## config.mk

```make
export PLATFORM = sky130hd
export DESIGN_NAME = dpram_fifo_ctrl
export DESIGN_NICKNAME = d
export VERILOG_FILES = /design/src/rtl/dpram_fifo_ctrl_pkg.sv /design/src/rtl/rr_arb2.sv /design/src/rtl/dpram_fifo_ctrl.sv
export SDC_FILE = /design/constraint.sdc
export NUM_CORES = 1
export LEC_CHECK = 0
export ABC_CLOCK_PERIOD_IN_PS = 3950
export BUFFER_PORTS_ARGS = -buffer_cell sky130_fd_sc_hd__buf_4
export CAP_MARGIN = 20
export CORE_ASPECT_RATIO = 0.6
export CORE_UTILIZATION = 51
export CTS_BUF_LIST = sky130_fd_sc_hd__clkbuf_16
export CTS_CLUSTER_DIAMETER = 100
export CTS_CLUSTER_SIZE = 28
export DETAILED_ROUTE_END_ITERATION = 10
export PLACE_DENSITY = 0.85
export SLEW_MARGIN = 20
export SYNTH_ARGS = -nofsm -noshare
export SYNTH_HDL_FRONTEND = slang
export SYNTH_SLANG_ARGS = --single-unit
```

## constraint.sdc

```tcl
create_clock -name clk -period 3.95 [get_ports clk]
set_input_delay 0 -clock clk [delete_from_list [all_inputs] [get_ports clk]]
set_output_delay 0 -clock clk [all_outputs]
set_load 0.03 [all_outputs]
```

## src/rtl/dpram_fifo_ctrl_pkg.sv

```systemverilog
// Shared constants for the dual-ported RAM FIFO controller and its arbiter.
package dpram_fifo_ctrl_pkg;

  localparam int DEFAULT_ADDRESS_WIDTH = 11;
  localparam int FIFO_LEVEL_W          = DEFAULT_ADDRESS_WIDTH + 1;

  localparam int REQ_RX   = 0;
  localparam int REQ_HOST = 1;

  // Occupancy needs one bit more than the address so that DEPTH itself fits.
  function automatic int level_width(input int address_width);
    return address_width + 1;
  endfunction

endpackage

```

## src/rtl/rr_arb2.sv

```systemverilog
// Two-input round-robin arbiter; the requester not granted last time wins a tie.
module rr_arb2
  import dpram_fifo_ctrl_pkg::*;
(
  input  logic       clk,
  input  logic       rst,
  input  logic [1:0] req,
  input  logic       advance,
  output logic [1:0] grant
);

  logic last_grant;

  always_comb begin
    grant = 2'b00;
    case (req)
      2'b01:   grant[REQ_RX]   = 1'b1;
      2'b10:   grant[REQ_HOST] = 1'b1;
      2'b11: begin
        if (last_grant) grant[REQ_RX] = 1'b1;
        else            grant[REQ_HOST] = 1'b1;
      end
      default: grant = 2'b00;
    endcase
  end

  // Reset value of 1 lets the RX requester win the first tie.
  always_ff @(posedge clk or posedge rst) begin
    if (rst)          last_grant <= 1'b1;
    else if (advance) last_grant <= grant[REQ_HOST];
  end

endmodule

```

## src/rtl/dpram_fifo_ctrl.sv

```systemverilog
// Circular FIFO controller over an external dual-ported RAM, shared by two
// arbitrated write requesters and drained by one valid/ready consumer.
module dpram_fifo_ctrl
  import dpram_fifo_ctrl_pkg::*;
#(
  parameter int DATA_WIDTH    = 8,
  parameter int ADDRESS_WIDTH = DEFAULT_ADDRESS_WIDTH,
  parameter int AFULL_LEVEL   = (1 << ADDRESS_WIDTH) - 16
) (
  input  logic                     clk,
  input  logic                     rst,
  input  logic                     wr0_valid,
  input  logic [DATA_WIDTH-1:0]    wr0_data,
  output logic                     wr0_ready,
  input  logic                     wr1_valid,
  input  logic [DATA_WIDTH-1:0]    wr1_data,
  output logic                     wr1_ready,
  output logic                     rd_valid,
  output logic [DATA_WIDTH-1:0]    rd_data,
  input  logic                     rd_ready,
  input  logic                     flush,
  output logic [ADDRESS_WIDTH:0]   level,
  output logic                     empty,
  output logic                     full,
  output logic                     almost_full,
  output logic [ADDRESS_WIDTH-1:0] ram_write_address,
  output logic [DATA_WIDTH-1:0]    ram_write_data,
  output logic                     ram_write_enable,
  output logic [ADDRESS_WIDTH-1:0] ram_read_address,
  input  logic [DATA_WIDTH-1:0]    ram_read_data
);

  localparam int LEVEL_W = level_width(ADDRESS_WIDTH);
  localparam logic [LEVEL_W-1:0] DEPTH_L = LEVEL_W'(1) << ADDRESS_WIDTH;
  localparam logic [LEVEL_W-1:0] AFULL_L = LEVEL_W'(AFULL_LEVEL);

  logic [ADDRESS_WIDTH-1:0] wr_ptr;
  logic [ADDRESS_WIDTH-1:0] rd_ptr;
  logic [LEVEL_W-1:0]       count;
  logic [1:0]               grant;
  logic                     wr_accept;
  logic                     rd_accept;

  rr_arb2 u_arb (
    .clk     (clk),
    .rst     (rst),
    .req     ({wr1_valid, wr0_valid}),
    .advance (wr_accept),
    .grant   (grant)
  );

  assign empty       = (count == '0);
  assign full        = (count == DEPTH_L);
  assign almost_full = (count >= AFULL_L);
  assign level       = count;

  // Full is judged on the current count, so a read from a full FIFO frees a
  // slot for writers only from the following cycle.
  assign wr0_ready = grant[REQ_RX]   & ~full & ~flush & ~rst;
  assign wr1_ready = grant[REQ_HOST] & ~full & ~flush & ~rst;
  assign wr_accept = (wr0_valid & wr0_ready) | (wr1_valid & wr1_ready);

  assign ram_write_enable  = wr_accept;
  assign ram_write_address = wr_ptr;
  assign ram_write_data    = grant[REQ_HOST] ? wr1_data : wr0_data;

  assign rd_valid         = ~empty & ~flush;
  assign rd_accept        = rd_valid & rd_ready;
  assign ram_read_address = rd_ptr;
  assign rd_data          = ram_read_data;

  always_ff @(posedge clk or posedge rst) begin
    if (rst) begin
      wr_ptr <= '0;
      rd_ptr <= '0;
      count  <= '0;
    end else if (flush) begin
      wr_ptr <= '0;
      rd_ptr <= '0;
      count  <= '0;
    end else begin
      if (wr_accept) wr_ptr <= wr_ptr + 1'b1;
      if (rd_accept) rd_ptr <= rd_ptr + 1'b1;
      case ({wr_accept, rd_accept})
        2'b10:   count <= count + 1'b1;
        2'b01:   count <= count - 1'b1;
        default: count <= count;
      endcase
    end
  end

endmodule

```

==> flow_metrics.env <==
export IMPL_final_nets=377
export IMPL_syn_area_um2=2556
export IMPL_comb_power_share=0.500
export IMPL_drc=0
export IMPL_syn_nets=311
export IMPL_syn_to_final_growth_pct=28.19
export IMPL_num_rows=19
export IMPL_setup_viol=0
export IMPL_maxCapViolCount=0
export IMPL_power_internal_w=0.001101
export IMPL_die_x_um=93.40
export IMPL_antenna_found_initial=0
export IMPL_cts_tree="done"
export IMPL_rsz0062_at_grt="no"
export IMPL_multi_input_area_um2=1535
export IMPL_routedWlPerCell_um=17.48
export IMPL_synth_ff_type="dfrtp_1"
export IMPL_io_buffers=70
export IMPL_ir_drop_mv=0.4460
export IMPL_root_buffer="clkbuf_16"
export IMPL_finalHoldViolCount=0
export IMPL_hold_class="in2out"
export IMPL_drive_gt1_frac=0.3284
export IMPL_skew_ps=6.379
export IMPL_cts_buffers=5
export IMPL_firstDrtPassIters=4
export IMPL_clkLatencyLatePin_ps=280
export IMPL_regArea_um2=877.1
export IMPL_fin_hold_ws_ps=0.01055
export IMPL_path_delay_family="compound AO/OA/AOI/OAI gates"
export IMPL_syn_avg_cell_area_um2=9.538
export IMPL_slowest_stage="a2111o_1"
export IMPL_overflow=0
export IMPL_final_max_slew_viol_count=0
export IMPL_htree_levels=2
export IMPL_ys_seq_area_frac=0.3431
export IMPL_synth_edff_count=0
export IMPL_grt_pass1_wl_mm=11.66
export IMPL_grt_usage=0.2810
export IMPL_die_h_um=56.84
export IMPL_io_pins=87
export IMPL_clock_sinks=35
export IMPL_synthArstFlopShare=1.000
export IMPL_hpwl_mm=5.001
export IMPL_switching_share=0.4376
export IMPL_antennaDiodeCount=0
export IMPL_synthCells=268
export IMPL_fin_crit_ps=3616
export IMPL_cts_path_max_buffers=2
export IMPL_gp_congestion=0.8642
export IMPL_slew_headroom=0.4753
export IMPL_timing_critical_path_buf_inv=1
export IMPL_fin_setup_tns_ps=0
export IMPL_core_um2=4683
export IMPL_worstPathArrival_ps=3760
export IMPL_n_fill_cell=361
export IMPL_path_class="reg2reg"
export IMPL_clk_pin_slew_ps=60
export IMPL_ys_warn_count=0
export IMPL_vias=2452
export IMPL_netSwitchingPower_w=0.0008570
export IMPL_grt_max_degree=38
export IMPL_status="finished, final reports clean"
export IMPL_critPathMaxStageDelay_ps=460
export IMPL_grt_pass1_vias=2370
export IMPL_crit_required_ps=4100
export IMPL_wl_mm=6.959
export IMPL_min_period_over_period=0.9154
export IMPL_timing_final_ws_setup_ps=334.3
export IMPL_crit_chain="nor4_4 > nand4_4 > clkinv_2 > o21ai_2 > nor2_2 > ha_1 > a2111oi_0 > o21ai_0 > a2111o_1 > a221oi_1 > nor4_1"
export IMPL_drt_iter0_drc=220
export IMPL_synth_seq_cells=35
export IMPL_synthDistinctLibCells=57
export IMPL_p_leak_nw=1.583
export IMPL_place_ws_ps=289.4
export IMPL_max_freq_mhz=276.6
export IMPL_viasPerCell=6.161
export IMPL_worstMarginPinSlew_ps=785.4
export IMPL_die_area_um2=5309
export IMPL_clock_power_share=0.230
export IMPL_postRouteAntennaNets=0
export IMPL_power_frac_seq=0.270
export IMPL_power_density_nw_per_um2=597.6
export IMPL_start_kind="flop"
export IMPL_path_max_fanout=10
export IMPL_initial_utilization=0.5458
export IMPL_endpoint_kind="flop"
[cell usage after synthesis, types with 5 or more instances]
| cell type | n | area share |
|---|---|---|
| dfrtp_1 | 34 | 0.33 |
| ha_1 | 12 | 0.059 |
| xor2_1 | 16 | 0.055 |
| a211oi_1 | 5 | 0.015 |
| clkbuf_1 | 7 | 0.010 |
| nor2_1 | 25 | 0.037 |
| inv_1 | 9 | 0.013 |
| mux2_2 | 11 | 0.048 |
| nand2_1 | 10 | 0.015 |
| o21ai_0 | 7 | 0.014 |
| buf_4 | 8 | 0.023 |
| nand4_1 | 18 | 0.044 |
| nand3_1 | 15 | 0.029 |
| a21oi_1 | 14 | 0.027 |
| a21o_1 | 5 | 0.015 |
[repair_timing]
action,4_1_cts,5_1_grt
hold buffers,2,0
resized for setup,0,1
hold endpoints to repair,35,0
setup buffers,0,0
setup endpoints to repair,0,1
[flip-flops by register name, indices dropped and copies added (netlist names)]
| name | count |
|---|---|
| level | 12 |
| ram_read_address | 11 |
| ram_write_address | 11 |
| u_arb.last_grant | 1 |
[cell families (layout without fill, tap and decap cells)]
group | Yosys count | count (layout) | share of synthesized area
DFF | 35 | 35 | 0.3431
adders and majority gates | 13 | 13 | 0.06657
xor gates and xnor gates | 20 | 20 | 0.06852
muxes | 12 | 12 | 0.05237
AOI/OAI and AO/OA | 64 | 64 | 0.1938
buffers and inverters | 28 | 95 | 0.05727
and+or+nand+nor | 96 | 96 | 0.2183
[final timing paths]
path,cells past startpoint,start,endpoint,slack (ps)
max in group asynchronous,4,rst,u_arb.last_grant$_DFFE_PP1P_,3200
max,11,level[3]$_DFFE_PP0P_,level[11]$_DFFE_PP0P_,330
min reg2reg,2,u_arb.last_grant$_DFFE_PP1P_,u_arb.last_grant$_DFFE_PP1P_,530
min,0,ram_read_data[6],rd_data[6],0.01
max reg2reg,11,level[3]$_DFFE_PP0P_,level[11]$_DFFE_PP0P_,330
min in group asynchronous,4,rst,level[11]$_DFFE_PP0P_,400
[cells in the final DEF, fill, tap and decap left out, types with 4 or more instances in the layout]
| master | synthesis | final |
|---|---|---|
| a21o_1 | 5 | 5 |
| mux2_2 | 11 | 11 |
| xor2_1 | 16 | 16 |
| inv_1 | 9 | 9 |
| nand2_1 | 10 | 10 |
| clkbuf_16 | 0 | 5 |
| o41ai_1 | 4 | 4 |
| nand4_1 | 18 | 18 |
| xnor2_1 | 4 | 4 |
| nand3_1 | 15 | 15 |
| buf_4 | 8 | 75 |
| ha_1 | 12 | 12 |
| o31ai_2 | 4 | 4 |
| nor3_1 | 4 | 4 |
| dfrtp_1 | 34 | 34 |
| o21ai_0 | 7 | 7 |
| a211oi_1 | 5 | 5 |
| nor2_1 | 25 | 24 |
| a21oi_1 | 14 | 14 |
[cell type report]
cell class | instances | area share
clock inverter | 3 | 0.01184
sequential | 35 | 0.2677
tap | 63 | 0.02406
timing repair buffer | 77 | 0.1779
inverter | 10 | 0.01184
clock buffer | 5 | 0.03818
multi-input combinational | 205 | 0.4685
[power by group through the flow]
stage	Clock (W)	Sequential [W]	Combinational, W
after floorplan	0	0.000623	0.000593
after global placement	0	0.000525	0.000932
after detailed placement	0	0.000532	0.000959
after CTS	0.000450	0.000527	0.000974
after global routing	0.000461	0.000540	0.00105
final	0.000449	0.000529	0.000980
[stage by stage]
stage | cells | area, µm² | util | power [W]
2_1_floorplan | 268 | 2556 | - | 0.001216
3_5_place_dp | 388 | 3090 | 0.6599 | 0.001491
6_report | 398 | 3277 | 0.6997 | 0.001958
4_1_cts | 398 | 3274 | 0.6992 | 0.001950
5_1_grt | 398 | 3277 | 0.6997 | 0.002053
3_3_place_gp | 388 | 3090 | 0.6599 | 0.001456
[layer usage]
layer,vias up,part of all wire,track usage
li1,1146,-,-
met2,93,0.47,0.4422
met4,0,0.016,0.08352
met5,-,0,0
met3,15,0.060,0.05420
met1,1198,0.45,0.3931
(Power assumes the default switching activity.)
